[src/rtl/register_file_if.sv]
// Commit, rename and operand-lookup signals between the ROB/decoder and the register file.
interface register_file_if #(
   parameter int ROB_ID_W = 4
);
   logic                rdy;
   logic                clear;
   logic                need_set_reg_value;
   logic [4:0]          set_reg_id;
   logic [31:0]         set_reg_val;
   logic [ROB_ID_W-1:0] set_reg_rob_id;
   logic                need_set_reg_dep;
   logic [4:0]          set_dep_reg;
   logic [ROB_ID_W-1:0] set_dep_rob_id;
   logic [4:0]          rs1;
   logic [4:0]          rs2;
   logic [ROB_ID_W-1:0] need_rob_id1;
   logic [ROB_ID_W-1:0] need_rob_id2;
   logic                rob_value1_ready;
   logic                rob_value2_ready;
   logic [31:0]         rob_value1;
   logic [31:0]         rob_value2;
   logic [31:0]         val1;
   logic [31:0]         val2;
   logic                has_dep1;
   logic                has_dep2;
   logic [ROB_ID_W-1:0] dep1;
   logic [ROB_ID_W-1:0] dep2;

   modport slave (
      input  rdy, clear,
      input  need_set_reg_value, set_reg_id,
      input  set_reg_val, set_reg_rob_id,
      input  need_set_reg_dep, set_dep_reg,
      input  set_dep_rob_id,
      input  rs1, rs2,
      input  rob_value1_ready, rob_value2_ready,
      input  rob_value1, rob_value2,
      output need_rob_id1, need_rob_id2,
      output val1, val2,
      output has_dep1, has_dep2,
      output dep1, dep2
   );

   modport master (
      output rdy, clear,
      output need_set_reg_value, set_reg_id,
      output set_reg_val, set_reg_rob_id,
      output need_set_reg_dep, set_dep_reg,
      output set_dep_rob_id,
      output rs1, rs2,
      output rob_value1_ready, rob_value2_ready,
      output rob_value1, rob_value2,
      input  need_rob_id1, need_rob_id2,
      input  val1, val2,
      input  has_dep1, has_dep2,
      input  dep1, dep2
   );
endinterface

[src/rtl/register_file.sv]
// Architectural registers x0..x31 with busy/ROB-id status table.
// Resolves decoder operands to a value or a ROB dependency in the same cycle.
module register_file #(
   parameter int ROB_ID_W = 4
) (
   input logic            clk,
   input logic            rst,
   register_file_if.slave bus
);

   logic [31:0]         regs [32];
   logic [31:0]         busy;
   logic [ROB_ID_W-1:0] dep  [32];

   logic                commit_ok;
   logic                rename_ok;

   assign commit_ok = bus.need_set_reg_value
                      && (bus.set_reg_id != 5'd0);
   assign rename_ok = bus.need_set_reg_dep
                      && (bus.set_dep_reg != 5'd0);

   always_ff @(posedge clk or posedge rst) begin
      if (rst) begin
         busy <= '0;
         for (int i = 0; i < 32; i++) begin
            regs[i] <= '0;
            dep[i]  <= '0;
         end
      end else if (bus.rdy) begin
         if (bus.clear) begin
            busy <= '0;
            for (int i = 0; i < 32; i++) begin
               dep[i] <= '0;
            end
         end else begin
            if (commit_ok) begin
               regs[bus.set_reg_id] <= bus.set_reg_val;
               if (busy[bus.set_reg_id]
                   && dep[bus.set_reg_id] == bus.set_reg_rob_id)
                  busy[bus.set_reg_id] <= 1'b0;
            end
            // Later assignment lets a same-cycle rename win.
            if (rename_ok) begin
               busy[bus.set_dep_reg] <= 1'b1;
               dep[bus.set_dep_reg]  <= bus.set_dep_rob_id;
            end
         end
      end
   end

   logic [4:0]          rs     [2];
   logic                rv_rdy [2];
   logic [31:0]         rv     [2];
   logic [31:0]         lk_val [2];
   logic                lk_hd  [2];
   logic [ROB_ID_W-1:0] lk_dep [2];
   logic [ROB_ID_W-1:0] lk_nid [2];

   assign rs[0]     = bus.rs1;
   assign rs[1]     = bus.rs2;
   assign rv_rdy[0] = bus.rob_value1_ready;
   assign rv_rdy[1] = bus.rob_value2_ready;
   assign rv[0]     = bus.rob_value1;
   assign rv[1]     = bus.rob_value2;

   always_comb begin
      for (int k = 0; k < 2; k++) begin
         lk_val[k] = '0;
         lk_hd[k]  = 1'b0;
         lk_dep[k] = '0;
         lk_nid[k] = dep[rs[k]];
         if (rs[k] != 5'd0) begin
            if (!busy[rs[k]]) begin
               lk_val[k] = regs[rs[k]];
            end else if (bus.need_set_reg_value
                         && bus.set_reg_id == rs[k]
                         && bus.set_reg_rob_id == dep[rs[k]]) begin
               lk_val[k] = bus.set_reg_val;
            end else if (rv_rdy[k]) begin
               lk_val[k] = rv[k];
            end else begin
               lk_hd[k]  = 1'b1;
               lk_dep[k] = dep[rs[k]];
            end
         end
      end
   end

   assign bus.val1         = lk_val[0];
   assign bus.val2         = lk_val[1];
   assign bus.has_dep1     = lk_hd[0];
   assign bus.has_dep2     = lk_hd[1];
   assign bus.dep1         = lk_dep[0];
   assign bus.dep2         = lk_dep[1];
   assign bus.need_rob_id1 = lk_nid[0];
   assign bus.need_rob_id2 = lk_nid[1];

endmodule

[src/flat_wrapper.sv]
// flat-port wrapper written by rule: the top's interface ports become plain ports
module register_file_flat 
#(
   parameter int ROB_ID_W = 4
)
  (clk, rst, bus_rdy, bus_clear, bus_need_set_reg_value, bus_set_reg_id, bus_set_reg_val, bus_set_reg_rob_id, bus_need_set_reg_dep, bus_set_dep_reg, bus_set_dep_rob_id, bus_rs1, bus_rs2, bus_rob_value1_ready, bus_rob_value2_ready, bus_rob_value1, bus_rob_value2, bus_need_rob_id1, bus_need_rob_id2, bus_val1, bus_val2, bus_has_dep1, bus_has_dep2, bus_dep1, bus_dep2);
  register_file_if #(.ROB_ID_W(ROB_ID_W)) bus_i ();
  input logic clk;
  input logic rst;
  input wire logic [$bits(bus_i.rdy)-1:0] bus_rdy;
  input wire logic [$bits(bus_i.clear)-1:0] bus_clear;
  input wire logic [$bits(bus_i.need_set_reg_value)-1:0] bus_need_set_reg_value;
  input wire logic [$bits(bus_i.set_reg_id)-1:0] bus_set_reg_id;
  input wire logic [$bits(bus_i.set_reg_val)-1:0] bus_set_reg_val;
  input wire logic [$bits(bus_i.set_reg_rob_id)-1:0] bus_set_reg_rob_id;
  input wire logic [$bits(bus_i.need_set_reg_dep)-1:0] bus_need_set_reg_dep;
  input wire logic [$bits(bus_i.set_dep_reg)-1:0] bus_set_dep_reg;
  input wire logic [$bits(bus_i.set_dep_rob_id)-1:0] bus_set_dep_rob_id;
  input wire logic [$bits(bus_i.rs1)-1:0] bus_rs1;
  input wire logic [$bits(bus_i.rs2)-1:0] bus_rs2;
  input wire logic [$bits(bus_i.rob_value1_ready)-1:0] bus_rob_value1_ready;
  input wire logic [$bits(bus_i.rob_value2_ready)-1:0] bus_rob_value2_ready;
  input wire logic [$bits(bus_i.rob_value1)-1:0] bus_rob_value1;
  input wire logic [$bits(bus_i.rob_value2)-1:0] bus_rob_value2;
  output wire logic [$bits(bus_i.need_rob_id1)-1:0] bus_need_rob_id1;
  output wire logic [$bits(bus_i.need_rob_id2)-1:0] bus_need_rob_id2;
  output wire logic [$bits(bus_i.val1)-1:0] bus_val1;
  output wire logic [$bits(bus_i.val2)-1:0] bus_val2;
  output wire logic [$bits(bus_i.has_dep1)-1:0] bus_has_dep1;
  output wire logic [$bits(bus_i.has_dep2)-1:0] bus_has_dep2;
  output wire logic [$bits(bus_i.dep1)-1:0] bus_dep1;
  output wire logic [$bits(bus_i.dep2)-1:0] bus_dep2;
  assign bus_i.rdy = bus_rdy;
  assign bus_i.clear = bus_clear;
  assign bus_i.need_set_reg_value = bus_need_set_reg_value;
  assign bus_i.set_reg_id = bus_set_reg_id;
  assign bus_i.set_reg_val = bus_set_reg_val;
  assign bus_i.set_reg_rob_id = bus_set_reg_rob_id;
  assign bus_i.need_set_reg_dep = bus_need_set_reg_dep;
  assign bus_i.set_dep_reg = bus_set_dep_reg;
  assign bus_i.set_dep_rob_id = bus_set_dep_rob_id;
  assign bus_i.rs1 = bus_rs1;
  assign bus_i.rs2 = bus_rs2;
  assign bus_i.rob_value1_ready = bus_rob_value1_ready;
  assign bus_i.rob_value2_ready = bus_rob_value2_ready;
  assign bus_i.rob_value1 = bus_rob_value1;
  assign bus_i.rob_value2 = bus_rob_value2;
  assign bus_need_rob_id1 = bus_i.need_rob_id1;
  assign bus_need_rob_id2 = bus_i.need_rob_id2;
  assign bus_val1 = bus_i.val1;
  assign bus_val2 = bus_i.val2;
  assign bus_has_dep1 = bus_i.has_dep1;
  assign bus_has_dep2 = bus_i.has_dep2;
  assign bus_dep1 = bus_i.dep1;
  assign bus_dep2 = bus_i.dep2;
  register_file #(.ROB_ID_W(ROB_ID_W)) u_core (.clk(clk), .rst(rst), .bus(bus_i));
endmodule
[config.mk]
export PLATFORM = sky130hd
export DESIGN_NAME = register_file_flat
export DESIGN_NICKNAME = d
export VERILOG_FILES = /design/src/rtl/register_file_if.sv /design/src/rtl/register_file.sv /design/src/flat_wrapper.sv
export SDC_FILE = /design/constraint.sdc
export NUM_CORES = 2
export LEC_CHECK = 0
export BUFFER_PORTS_ARGS = -buffer_cell sky130_fd_sc_hd__clkbuf_2
export CAP_MARGIN = 20
export CORE_MARGIN = 1
export CORE_UTILIZATION = 55
export CTS_CLUSTER_DIAMETER = 150
export DETAILED_ROUTE_END_ITERATION = 10
export PLACE_DENSITY = 0.75
export REMOVE_ABC_BUFFERS = 1
export SETUP_SLACK_MARGIN = 0.3
export SYNTH_ARGS = -nofsm -noshare
export SYNTH_HDL_FRONTEND = slang
export SYNTH_SLANG_ARGS = --single-unit
[constraint.sdc]
create_clock -name clk -period 56.9 [get_ports clk]
set_input_delay 11.38 -clock clk [delete_from_list [all_inputs] [get_ports clk]]
set_output_delay 11.38 -clock clk [all_outputs]
set_load 0.01 [all_outputs]
# == Word level (Yosys, flattened, before mapping) ==
# Cells that the tools add are included.
# W data, S select, Z words.
# word_totals
out_inout_bits,82
regBits,1184
elab_cells,171
input_bits,132
# op_classes
n_eq_ne,5
reduce_logical,18
bitwise,8
mux,63
magnitude_cmp,12
# ops
operator,count
$bwmux W1024,1
$mux W32,19
$bmux W32 S5,2
$mux W128,2
$demux W32 S5,1
$bwmux W128,1
$bmux W4 S5,3
$mux W4,15
$and A32 B32 Y32,1
$not A32 Y32,1
$or A32 B32 Y32,1
$ge A6 B6 Y1 const B,4
$lt A5 B6 Y1 const B,4
$not A5 Y6,4
$demux W4 S5,1
$reduce_bool A5 Y1,4
$bmux W1 S5,3
$mux W1,13
$eq A4 B4 Y1,3
$lt A6 B1 Y1 const B,2
$logic_and A1 B1 Y1,11
$demux W1 S5,2
$eq A5 B5 Y1,2
$ge A5 B1 Y1 const B,2
other kinds (4),4

# == Longest topological paths before layout ==
# depth
word_depth,13
depth_mapped,15
ltp_nobuf,7

# == Least setup slack after synthesis ==
# No wires, ideal clock.
# synth_path
path_kind,in2out
from,in bus_rs1[0]
to,out bus_val1[0]
t_arrival_ns,13.824
t_required_ns,45.520
slack_ns,31.696
cell_stages,12
n_path_buf,6
path_cell_list,buf_6 buf_8 buf_12 buf_2 clkbuf_1 buf_2 mux4_2 mux4_2 nor2_1 nor2_1 o21ai_0 a31oi_1
# synth_via
elab_chain_len,9
elab_cells_between_ends,17
cone_classes,eq/ne (2); mux (11); bitwise (1); reduce/logical (3)
# synth_rtl
item,line,rtl
"start, declared",flat_wrapper.sv:19,input wire logic [$bits(bus_i.rs1)-1:0] bus_rs1;
$not A5 Y6 (implied by the code),"register_file.sv:75, register_file.sv:78",
$bmux W4 S5,register_file.sv:78,&& bus.set_reg_rob_id == dep[rs[k]]) begin
$mux W4 (implied by the code) (2 in series),register_file.sv:78,
$eq A4 B4 Y1,register_file.sv:78,
$logic_and A1 B1 Y1,register_file.sv:78,
$mux W32,register_file.sv:76,end else if (bus.need_set_reg_value
$mux W32,register_file.sv:74,if (!busy[rs[k]]) begin
$mux W32 (*),register_file.sv:73,if (rs[k] != 5'd0) begin
"end, declared",flat_wrapper.sv:27,output wire logic [$bits(bus_i.val1)-1:0] bus_val1;
# Mark *: on every way between the ends. The rest lies on a longest branch, timed or not. The select of a mux whose other input is x is not followed.

# == Final worst setup path ==
# layout_path
from,in bus_rs2[0]
to,out bus_val2[19]
# layout_via
elab_chain_len,9
elab_cells_between_ends,17
cone_classes,eq/ne (2); mux (11); bitwise (1); reduce/logical (3)
# layout_rtl
item,line,rtl
"start, declared",flat_wrapper.sv:20,input wire logic [$bits(bus_i.rs2)-1:0] bus_rs2;
$not A5 Y6 (implied by the code),"register_file.sv:75, register_file.sv:78",
$bmux W4 S5,register_file.sv:78,
$mux W4 (implied by the code) (2 in series),register_file.sv:78,
$eq A4 B4 Y1,register_file.sv:78,
$logic_and A1 B1 Y1,register_file.sv:78,
$mux W32,register_file.sv:76,
$mux W32,register_file.sv:74,
$mux W32 (*),register_file.sv:73,
"end, declared",flat_wrapper.sv:28,output wire logic [$bits(bus_i.val2)-1:0] bus_val2;
# Marked as above.

==> metrics.yaml <==
setup_path:
  worst_ep_required_time_ns: 45.52
  endpoint: "bus_val2[19]"
  crit_type: "primary input to primary output"
  reg2reg_slack_ns: 53.63
  crit_path_end_kind: "primary output"
  crit_path_start_kind: "primary input"
  rr_startpoint: "u_core.dep[92]"
  critPathArrivalTime_ns: 16.20
  r2r-end: "u_core.busy[29]"
  r2r_cells: 8
  timing.critical_path.fanout_max: 66
  crit_path_start: "bus_rs2[0]"
yosys:
  avgSynthCellArea_um2: 14.3
  synthTopCellsByCount: "dfrtp_1 (1,184), mux2_2 (1,006), mux4_2 (659)"
  synth_area_leaders: "dfrtp_1 (43%), mux4_2 (22%), mux2_2 (17%), mux2i_1 (3.8%), clkbuf_1 (1.7%)"
  synth_area_um2: 68300
  synth_most_common_cell: "dfrtp_1"
  async_flop_share_pct: 100
  ys.flop_type: "dfrtp_1"
  yosysUniqueCellTypes: 66
  yosysSeqAreaShare_pct: 43.4
  yosys_warnings: 0
  synth_top_area_cell: "dfrtp_1"
  synth-edff-count: 0
  synth_top_area_share_pct: 43.4
  synth_seq_cells: 1184
  synth_cells: 4789
drt:
  via_per_inst: 7.48
  dr.max_layer_used: "met5"
  met3_length_mm: 27.0
  postRouteAntennaNets: 0
  drt_iter0_drc: 6471
  routed_wl_mm: 221
  vias: 47900
  wl_met1_mm: 82.8
  route.detailed.drc: 0
  wire_per_inst_um: 34.5
  met2_length_mm: 99.5
  dr.pass1.iters: 9
min_path:
  whs_path_depth: 0
  min_path_type: "register to register"
layout:
  nFillCells: 9024
  final_layout_size_suffix_gt1_share_pct: 47.5
  design_area_um2: 74300
  synthToLayoutAreaGrowth_pct: 8.80
  final_nets: 4810
place:
  gp_congestion: 0.951
  dp_hpwl_mm: 123
  port_buffers: 213
  place_area_um2: 69900
power:
  peakVddDrop_mv: 0.0337
  p_leak_nw: 32.4
  power.density_nw_per_um2: 30.2
global_route:
  grt_max_degree: 188
  grt_pass1_wl_mm: 328
  gr-total-overflow: 0
  antenna_found_initial: 7
  grt_usage_pct: 35.5
  grt_pass1_vias: 48500
clock_tree:
  post_cts_buffers: 0
  cts_resized: 0
  cts-root-buf: "clkbuf_16"
  cts_max_path_buffers: 3
  cts_hold_buf: 0
  cts_buffers: 131
  clk_latency_ns: 0.78
  clk_pin_slew_ns: 0.06
  htree_num_levels: 4
  clkSinkCount: 1184
  cts_tree: "built"
sta:
  rsz0062_at_grt: "no"
  tightest_slew_ns: 1.15
  min_period_ns: 27.58
  setup_viol_count_final: 0
  tns_ns: 0
  slew_headroom_pct: 22.8
  period_share_pct: 48.5
  final_hold_viol_count: 0
  slew_viol_final: 0
  finClkSkew_ns: 0.0160
  fmax_mhz: 36.3
floorplanning:
  core.rowCount: 128
  ios: 214
  core_area_um2: 123000
  initial_utilization_pct: 55.7
  die-area_um2: 126000
  die_h_um: 354
  fp.dieW_um: 354
job:
  max_cap_violations: 0
run_status:
  status: "completed"
==> critical path, cell delays in order <==
cell and delay, ns:
buf_8 0.48, buf_4 0.76, buf_4 0.72, buf_4 0.80
mux4_2 0.60, mux4_2 0.50, mux2_2 0.28, o21ai_1 0.12
a31oi_1 0.13, clkbuf_2 0.24
==> how the worst min path moves through the flow <==
stage	startpoint	to	slack [ns]
floorplan	u_core.regs[1000]	u_core.regs[1000]	0.37
global placement	u_core.regs[1010]	u_core.regs[1010]	0.38
detailed placement	u_core.regs[997]	u_core.regs[997]	0.38
CTS	u_core.regs[1007]	u_core.regs[1007]	0.40
global route	u_core.regs[997]	u_core.regs[997]	0.40
finish	u_core.regs[997]	u_core.regs[997]	0.39
==> metal layers <==
layer	track usage, %	up-vias
li1	-	18600
met1	48.6	25100
met2	52.0	3381
met3	10.6	799
met4	17.1	8
met5	0	-
==> power breakdown <==
| group | leakage (nW) | switching, mW | internal (mW) | total, mW |
|---|---|---|---|---|
| sequential | 16.1 | 0.0681 | 0.918 | 0.986 |
| combinational | 14.2 | 0.206 | 0.186 | 0.392 |
| clock | 2.14 | 0.369 | 0.499 | 0.868 |
==> cell usage in the layout, fill, tap and decap left out, types with 28 or more instances in the layout <==
master and instances:
clkbuf_16 134, o21ai_1 43, a22oi_1 48, mux2_2 1006, buf_4 119, a31oi_1 64, dfrtp_1 1184, nor2_1 156
o2bb2ai_1 124, nand2_1 106, o21ai_0 43, a21oi_1 52, clkbuf_2 201, mux4_2 659, a221oi_1 28, o311ai_1 74
nand4_1 70, mux2i_1 261
==> through the flow <==
step	utilization, %	power, mW	setup WS [ns]	hold WS [ns]	cells
floorplan	-	1.22	12.17	0.365	4214
global placement	57.0	1.37	29.31	0.376	6169
detailed placement	57.1	1.38	29.24	0.382	6170
CTS	60.6	2.24	29.24	0.397	6400
global route	60.6	2.31	28.99	0.403	6403
finish	60.6	2.25	29.32	0.394	6406
==> cells by family after synthesis <==
logic type / synth area share (%)
XOR/XNOR: 0.231
AND/OR/NAND/NOR: 3.51
multiplexers: 42.6
flip-flops: 43.4
buffers and inverters: 4.13
AO/OA/AOI/OAI: 6.12
==> layout make-up <==
type / instances / area (um^2) / share of cell area (%)
multi-input cells: 3015 / 36100 / 48.6
flip-flops and latches: 1184 / 29600 / 39.9
clock buffers: 181 / 3730 / 5.02
repair buffers: 331 / 2060 / 2.78
well taps: 1625 / 2030 / 2.74
clock inverters: 49 / 622 / 0.837
inverters: 15 / 66.3 / 0.0893
diodes: 6 / 15.0 / 0.0202
==> state kept, by name, summed over array words and instances (netlist names) <==
register	count
u_core.dep	128
u_core.regs	1024
u_core.busy	32
No activity file was read; power rests on OpenSTA's default activity.
